==> config.mk <==
export PLATFORM = sky130hd
export DESIGN_NAME = sequence_collector
export DESIGN_NICKNAME = d
export VERILOG_FILES = /design/src/rtl/sequence_collector.sv
export SDC_FILE = /design/constraint.sdc
export NUM_CORES = 1
export LEC_CHECK = 0
export CORE_MARGIN = 2
export CORE_UTILIZATION = 29
export DETAILED_ROUTE_END_ITERATION = 8
export GPL_TIMING_DRIVEN = 1
export PLACE_DENSITY = 0.56
export SYNTH_ARGS = -nofsm -noshare
export SYNTH_HDL_FRONTEND = slang
export SYNTH_SLANG_ARGS = --single-unit
==> constraint.sdc <==
create_clock -name clk -period 3.15 [get_ports clk]
set_input_delay 0.4725 -clock clk [delete_from_list [all_inputs] [get_ports clk]]
set_output_delay 0.4725 -clock clk [all_outputs]
set_load 0.005 [all_outputs]
==> src/rtl/sequence_collector.sv <==
// Tail of the search sequence stream: counts candidates and hits, buffers hit
// sequences in a first-word-fall-through FIFO and reports when all hits have been read.
module sequence_collector #(
  parameter int SEQ_WIDTH = 8,
  parameter int DEPTH     = 4,
  parameter int CNT_WIDTH = 16
) (
  input  logic                 clk,
  input  logic                 rst,
  input  logic [SEQ_WIDTH-1:0] i_seq,
  input  logic                 i_valid,
  input  logic                 i_done,
  input  logic                 i_match,
  output logic [SEQ_WIDTH-1:0] o_hit_seq,
  output logic                 o_hit_valid,
  input  logic                 i_hit_ready,
  output logic [CNT_WIDTH-1:0] o_cand_count,
  output logic [CNT_WIDTH-1:0] o_hit_count,
  output logic [CNT_WIDTH-1:0] o_drop_count,
  output logic                 o_overflow,
  output logic                 o_busy,
  output logic                 o_finished
);

  localparam int AW = $clog2(DEPTH);
  localparam logic [AW:0] FULL_OCC = (AW+1)'(DEPTH);
  localparam logic [AW:0] ONE_OCC  = (AW+1)'(1);

  typedef enum logic [1:0] {
    IDLE     = 2'd0,
    RUN      = 2'd1,
    DRAIN    = 2'd2,
    FINISHED = 2'd3
  } state_t;

  state_t state, state_next;

  logic [SEQ_WIDTH-1:0] mem [DEPTH];
  logic [AW:0]          wr_ptr, rd_ptr;
  logic [AW:0]          occupancy;
  logic                 empty, full;
  logic                 cand, hit, pop, push, drop;

  function automatic logic [CNT_WIDTH-1:0] sat_inc(input logic [CNT_WIDTH-1:0] v);
    return (&v) ? v : v + CNT_WIDTH'(1);
  endfunction

  // The extra pointer bit distinguishes full from empty when the indices match.
  assign occupancy = wr_ptr - rd_ptr;
  assign empty     = (occupancy == '0);
  assign full      = (occupancy == FULL_OCC);

  assign cand = i_valid & ~i_done & ((state == IDLE) | (state == RUN));
  assign hit  = cand & i_match;
  assign pop  = ~empty & i_hit_ready;
  assign push = hit & (~full | pop);
  assign drop = hit & full & ~pop;

  assign o_hit_valid = ~empty;
  assign o_hit_seq   = mem[rd_ptr[AW-1:0]];
  assign o_busy      = (state == RUN) | (state == DRAIN);
  assign o_finished  = (state == FINISHED);

  always_comb begin
    state_next = state;
    unique case (state)
      IDLE:     if (i_done) state_next = DRAIN;
                else if (cand) state_next = RUN;
      RUN:      if (i_done) state_next = DRAIN;
      DRAIN:    if (empty || (occupancy == ONE_OCC && pop)) state_next = FINISHED;
      FINISHED: state_next = FINISHED;
      default:  state_next = IDLE;
    endcase
  end

  always_ff @(posedge clk) begin
    if (rst) begin
      state        <= IDLE;
      wr_ptr       <= '0;
      rd_ptr       <= '0;
      o_cand_count <= '0;
      o_hit_count  <= '0;
      o_drop_count <= '0;
      o_overflow   <= 1'b0;
    end else begin
      state <= state_next;
      if (push) wr_ptr <= wr_ptr + ONE_OCC;
      if (pop)  rd_ptr <= rd_ptr + ONE_OCC;
      if (cand) o_cand_count <= sat_inc(o_cand_count);
      if (hit)  o_hit_count  <= sat_inc(o_hit_count);
      if (drop) begin
        o_drop_count <= sat_inc(o_drop_count);
        o_overflow   <= 1'b1;
      end
    end
  end

  // NOTE: the storage array has no reset; entries are only observable once the
  // pointers say they were written, so resetting them would add logic for nothing.
  always_ff @(posedge clk) begin
    if (push) mem[wr_ptr[AW-1:0]] <= i_seq;
  end

endmodule

==> reports/qor.txt, run 1 <==
Status: finished clean
Post-layout min period: 2.86 ns
Area occupied by multi-input gates: 1920 µm²
Comb pwr share: 0.186
Most common cell after layout, fill and taps aside: clkdlybuf4s50_1
Crit path required time: 2.68 ns
Clk network pwr share: 0.364
Hold-fix buffers, CTS: 0
Worst path depth: 6
Port Buffers: 73
TritonCTS clock tree: built
NetSw: 0.772 mW
Placed Area: 5090 µm²
Cell-internal power: 2.17 mW
CTS Root Cell: clkbuf_16
# IOs: 74
Total routed wirelength: 9.35 mm
Area grow syn2layout: 29.2%
Clock transition at path regs: 0.06 ns
Final core occ: 0.386
CP startpoint kind: register
Via count: 3196
Max-slew headroom: 0.398
Post-Syn Area: 4160 µm²
Chip Width: 124 µm
Reg2reg setup slack: 0.35 ns
Final setup TNS: 0 ns
Yosys top cell area share: 0.284
Drt drc: 0
Final setup fails: 0
Sequential Area: 2140 µm²
Grt total ovfl: 0
Design Power: 2.94 mW
Post-CTS Setup Inserts: 0
ANT cells: 0
Initial antenna violation count: 0
Post-cts sizing count: 0
CTS Buf Count: 9
Die Height: 124 µm
Synth area leader: dfxtp_1
Largest net degree at the start of global routing: 52
Max-cap viol count: 0
Num rows: 43
Worst R2R Path Depth: 8
Seq/Total Area, Yosys: 0.515
Crit path max-delay cell type: clkdlybuf4s50_1
Core Area: 13900 µm²
Final ANT Viol Nets: 0
Worst slew pin tran: 0.897 ns
Die area: 15300 µm²
Slowest stage delay, CP: 0.54 ns
Yosys warns: 0
#FFs+latches synth: 91
Hold Violations, Final: 0
Worst Path Max Fanout: 4
R2r startpoint: wr_ptr[0]
HP Class: reg2reg
Syn_area_per_cell: 10.5 µm²
Share of cells above drive strength 1: 0.0653
Switching share of power: 0.262
Setup crit start: wr_ptr[0]
Ys flop type: dfxtp_1
Fillcell total: 1372
# H-tree levels: 3
Post-DR vias/cell: 4.88
Clock latency on the worst-skew pair: 0.34 ns
Nets: 498
Fin. max-slew vios: 0
Initial Util: 0.299
Endpoint class of the critical path: output port
Crit path arrival time: 2.38 ns
Design area: 5380 µm²
Gate count after technology mapping: 397
Iteration-0 DRC Markers: 192
Commonest non-fill, non-tap cells in the layout: 72 x clkdlybuf4s50_1, 59 x dfxtp_1, 54 x nor2_1
Critical path class: reg2out
RSZ-0062 raised after global routing: false
VDD IR max: 0.373 mV
Post-synth ARST share: 0
Bufs on Longest Clock Path: 2
Synthesized net count: 425
WL/cell: 14.3 µm
First-pass DRT Iterations: 4
Leak pwr: 1.72 nW
CTS Sinks: 91
Post-synth EDFFs: 32
Final period util: 0.907
Vias in the first global route: 3158
Routability cong.: 0.788
Top area cells in the synthesized netlist: dfxtp_1 28%, edfxtp_1 23%, xnor2_1 6.9%
Total global-route track usage: 0.127
RR Endpoint: o_drop_count[5]
Yosys cell types: 47
Fmax: 350 MHz
Crit path to: o_hit_valid
Family with the most delay on the worst path: buffers and inverters
Skew final: 0.00616 ns
Placed wire-length estimate: 6.58 mm
Cell Pwr Density: 546 nW/µm²
Buf/Inv on CP: 2
Sequential Power Share: 0.451
Crit-path cells: inv_1 -> ha_1 -> fa_1 -> xnor3_1 -> nand3_1 -> clkdlybuf4s50_1
First-pass GRT wire length: 15.1 mm
cell usage after synthesis, types with 2 or more instances:
| cell | n |
|---|---|
| inv_1 | 12 |
| mux2i_1 | 2 |
| nand2_1 | 26 |
| and2_1 | 3 |
| and4_1 | 5 |
| nand4_1 | 15 |
| nor3b_1 | 3 |
| a2111oi_0 | 3 |
| nor4_1 | 8 |
| nor2b_1 | 6 |
| edfxtp_1 | 32 |
| or3_1 | 8 |
| nor2_1 | 54 |
| ha_1 | 13 |
| and3_1 | 7 |
| nand3_1 | 16 |
| mux2_1 | 5 |
| xor2_1 | 2 |
| dfxtp_1 | 59 |
| o211ai_1 | 2 |
| nor3_1 | 16 |
| a211oi_1 | 3 |
| xnor2_1 | 33 |
| a21oi_1 | 14 |
| mux4_2 | 8 |
| o21ai_0 | 8 |
| clkbuf_1 | 13 |
| o2111ai_1 | 2 |
area by class of cell:
cell class / instances / share of cell area
inverter: 12 / 0.00837
tap: 180 / 0.0419
clock buffer: 9 / 0.0419
clock inverter: 7 / 0.0128
multi-input combinational: 279 / 0.357
timing repair buffer: 77 / 0.140
sequential: 91 / 0.398
layer usage:
metal	wire (µm)	global-route usage	part of all wire	vias up
met5	0	0	0	-
met4	128	0.0433	0.014	0
met3	409	0.0375	0.044	9
met2	4620	0.216	0.49	57
met1	4180	0.152	0.45	1548
li1	-	-	-	1582
worst min-delay path: cells and delay by family, from the launching register on:
| family | cells | cell delay (ns) |
|---|---|---|
| flops | 1 | 0.33 |
| simple gates | 2 | 0.12 |
flip-flops by register name, summed over array words and instances, names as in the netlist, named ones only:
name	count
mem	32
o_hit_count	16
rd_ptr	3
o_drop_count	16
state	2
o_overflow	1
o_cand_count	16
wr_ptr	3
cell families (layout without fill, tap and decap cells):
| kind of cell | after synthesis | after routing | synth area share |
|---|---|---|---|
| adders and majority gates | 14 | 14 | 0.0439 |
| buffers and inverters | 27 | 105 | 0.0246 |
| and+or+nand+nor | 172 | 172 | 0.207 |
| muxes | 15 | 15 | 0.0616 |
| DFF | 91 | 91 | 0.515 |
| xor gates and xnor gates | 36 | 36 | 0.0791 |
| AOI/OAI and AO/OA | 42 | 42 | 0.0691 |
worst min-delay path by stage:
stage / start / endpoint / slack, ns / cells after the start
after floorplan: o_overflow / o_overflow / 0.47 / 2
after global placement: o_overflow / o_overflow / 0.46 / 2
after detailed placement: o_overflow / o_overflow / 0.47 / 2
after CTS: o_overflow / o_overflow / 0.49 / 2
after global routing: o_overflow / o_overflow / 0.52 / 2
final: o_overflow / o_overflow / 0.48 / 2
through the flow:
stage,setup slack (ns),hold slack (ns),cells
2_1_floorplan,0.529,0.465,397
3_3_place_gp,0.415,0.456,639
5_1_grt,0.184,0.523,655
6_report,0.294,0.478,655
3_5_place_dp,0.338,0.472,639
4_1_cts,0.258,0.487,655
power groups by stage:
stage	registers (mW)	clock network (mW)	logic, mW
floorplan	1.31	0	0.353
detailed placement	1.35	0	0.556
finish	1.32	1.07	0.546
global placement	1.35	0	0.543
CTS	1.33	1.11	0.558
global route	1.33	1.15	0.602
No activity file was read; power rests on OpenSTA's default activity.
==> run 2, diff against run 1 <==
--- a/config.mk
+++ b/config.mk
@@ -5,7 +5,6 @@
 export SDC_FILE = /design/constraint.sdc
 export NUM_CORES = 1
 export LEC_CHECK = 0
-export CORE_MARGIN = 2
 export CORE_UTILIZATION = 29
 export DETAILED_ROUTE_END_ITERATION = 8
 export GPL_TIMING_DRIVEN = 1
==> run 2 against run 1 <==
Against the previous run: sequential share of layout area hardly changed; total power is 1.1% lower; maximum frequency is 0.31% lower; via count is 0.28% higher; register-to-register slack worse by 0.02 ns; clock power hardly changed; hold slack better by 0.025 ns; highest routed layer unchanged; global-route usage is 0.63 points higher; clock-buffer cell count stayed put.
==> reports/qor.txt, run 2 (synthesis results as in run 1) <==
Max-cap viol count: 0
Final period util: 0.909
Final setup TNS: 0 ns
HP Class: reg2reg
WL/cell: 14.2 µm
Share of cells above drive strength 1: 0.0693
Drt drc: 0
Via count: 3205
Number of non-filler instances in the completed layout: 656
Crit path max-delay cell type: clkdlybuf4s50_1
Design Power: 2.91 mW
Family with the most delay on the worst path: buffers and inverters
Die Height: 122 µm
Fmax: 349 MHz
Total routed wirelength: 9.29 mm
Crit-path cells: inv_1 -> ha_1 -> fa_1 -> xnor3_1 -> nand3_1 -> clkdlybuf4s50_1
CTS Sinks: 91
Iteration-0 DRC Markers: 146
Bufs on Longest Clock Path: 2
Routability cong.: 0.748
Port Buffers: 73
Placed insts: 640
Clk network pwr share: 0.358
Crit path required time: 2.68 ns
Total global-route track usage: 0.133
Initial antenna violation count: 0
Nets: 499
Chip Width: 122 µm
NetSw: 0.796 mW
Grt total ovfl: 0
Die area: 14800 µm²
Hold-fix buffers, CTS: 0
Post-DR vias/cell: 4.89
First-pass DRT Iterations: 4
Max-slew headroom: 0.397
Switching share of power: 0.274
Cell-internal power: 2.11 mW
Buf/Inv on CP: 2
Clock transition at path regs: 0.06 ns
Status: finished clean
Hold Violations, Final: 0
Worst hold margin: 0.503 ns
# H-tree levels: 3
Fin. max-slew vios: 0
Post-layout min period: 2.86 ns
Most common cell after layout, fill and taps aside: clkdlybuf4s50_1
ANT cells: 0
Vias in the first global route: 3156
TritonCTS clock tree: built
Leak pwr: 1.72 nW
CTS Buf Count: 9
Max FFs per register: 32
Skew final: 0.00968 ns
Core Area: 13900 µm²
Num rows: 43
Endpoint class of the critical path: output port
Cell Pwr Density: 540 nW/µm²
Commonest non-fill, non-tap cells in the layout: 72 x clkdlybuf4s50_1, 59 x dfxtp_1, 54 x nor2_1
Area grow syn2layout: 29.3%
Worst Path Max Fanout: 4
Critical path class: reg2out
Sequential Power Share: 0.455
VDD IR max: 0.260 mV
First-pass GRT wire length: 15.6 mm
Crit path arrival time: 2.39 ns
Placed wire-length estimate: 6.58 mm
Initial Util: 0.299
Clock latency on the worst-skew pair: 0.34 ns
RSZ-0062 raised after global routing: false
CP startpoint kind: register
Post-CTS Setup Inserts: 0
Worst slew pin tran: 0.898 ns
Largest net degree at the start of global routing: 42
Final setup fails: 0
CTS Root Cell: clkbuf_16
Post-cts sizing count: 0
Slowest stage delay, CP: 0.55 ns
Comb pwr share: 0.187
Final ANT Viol Nets: 0
# IOs: 74
Fillcell total: 1352
run 2: power groups by stage:
stage               combinational (mW)  clock [mW]  sequential [mW]
floorplan                        0.353           0             1.31
global placement                 0.543           0             1.35
detailed placement               0.551           0             1.35
CTS                              0.554        1.08             1.32
global route                     0.609        1.12             1.33
finish                           0.545        1.04             1.32
run 2: worst min-delay path, delay by kind of cell, from the launching register on:
| kind | cells | cell delay (ns) |
|---|---|---|
| and+or+nand+nor | 2 | 0.14 |
| DFF | 1 | 0.32 |
run 2: layer usage:
metal / share of wire / routed length, µm / track usage
met1: 0.47 / 4370 / 0.174
met2: 0.49 / 4510 / 0.219
met3: 0.032 / 299 / 0.0229
met4: 0.012 / 110 / 0.0463
met5: 0 / 0 / 0
run 2: cell type report:
| cell class | instances | area, µm² | area share |
|---|---|---|---|
| clock buffer | 9 | 225 | 0.0418 |
| clock inverter | 7 | 65.1 | 0.0121 |
| inverter | 12 | 45.0 | 0.00837 |
| multi-input combinational | 279 | 1920 | 0.356 |
| sequential | 91 | 2140 | 0.398 |
| tap | 180 | 225 | 0.0418 |
| timing repair buffer | 78 | 763 | 0.142 |
run 2: worst paths after layout:
check / start / cells after the start / slack, ns / to
max: wr_ptr[0] / 6 / 0.29 / o_hit_valid
min: o_overflow / 2 / 0.50 / o_overflow
max reg2reg: wr_ptr[0] / 8 / 0.33 / o_drop_count[5]
min reg2reg: o_overflow / 2 / 0.50 / o_overflow
run 2: stage by stage:
| stage | worst slack (ns) | area, µm² | util |
|---|---|---|---|
| global placement | 0.418 | 5090 | 0.366 |
| CTS | 0.245 | 5380 | 0.386 |
| floorplan | 0.529 | 4160 | - |
| detailed placement | 0.343 | 5090 | 0.366 |
| global route | 0.142 | 5380 | 0.386 |
| finish | 0.285 | 5380 | 0.386 |
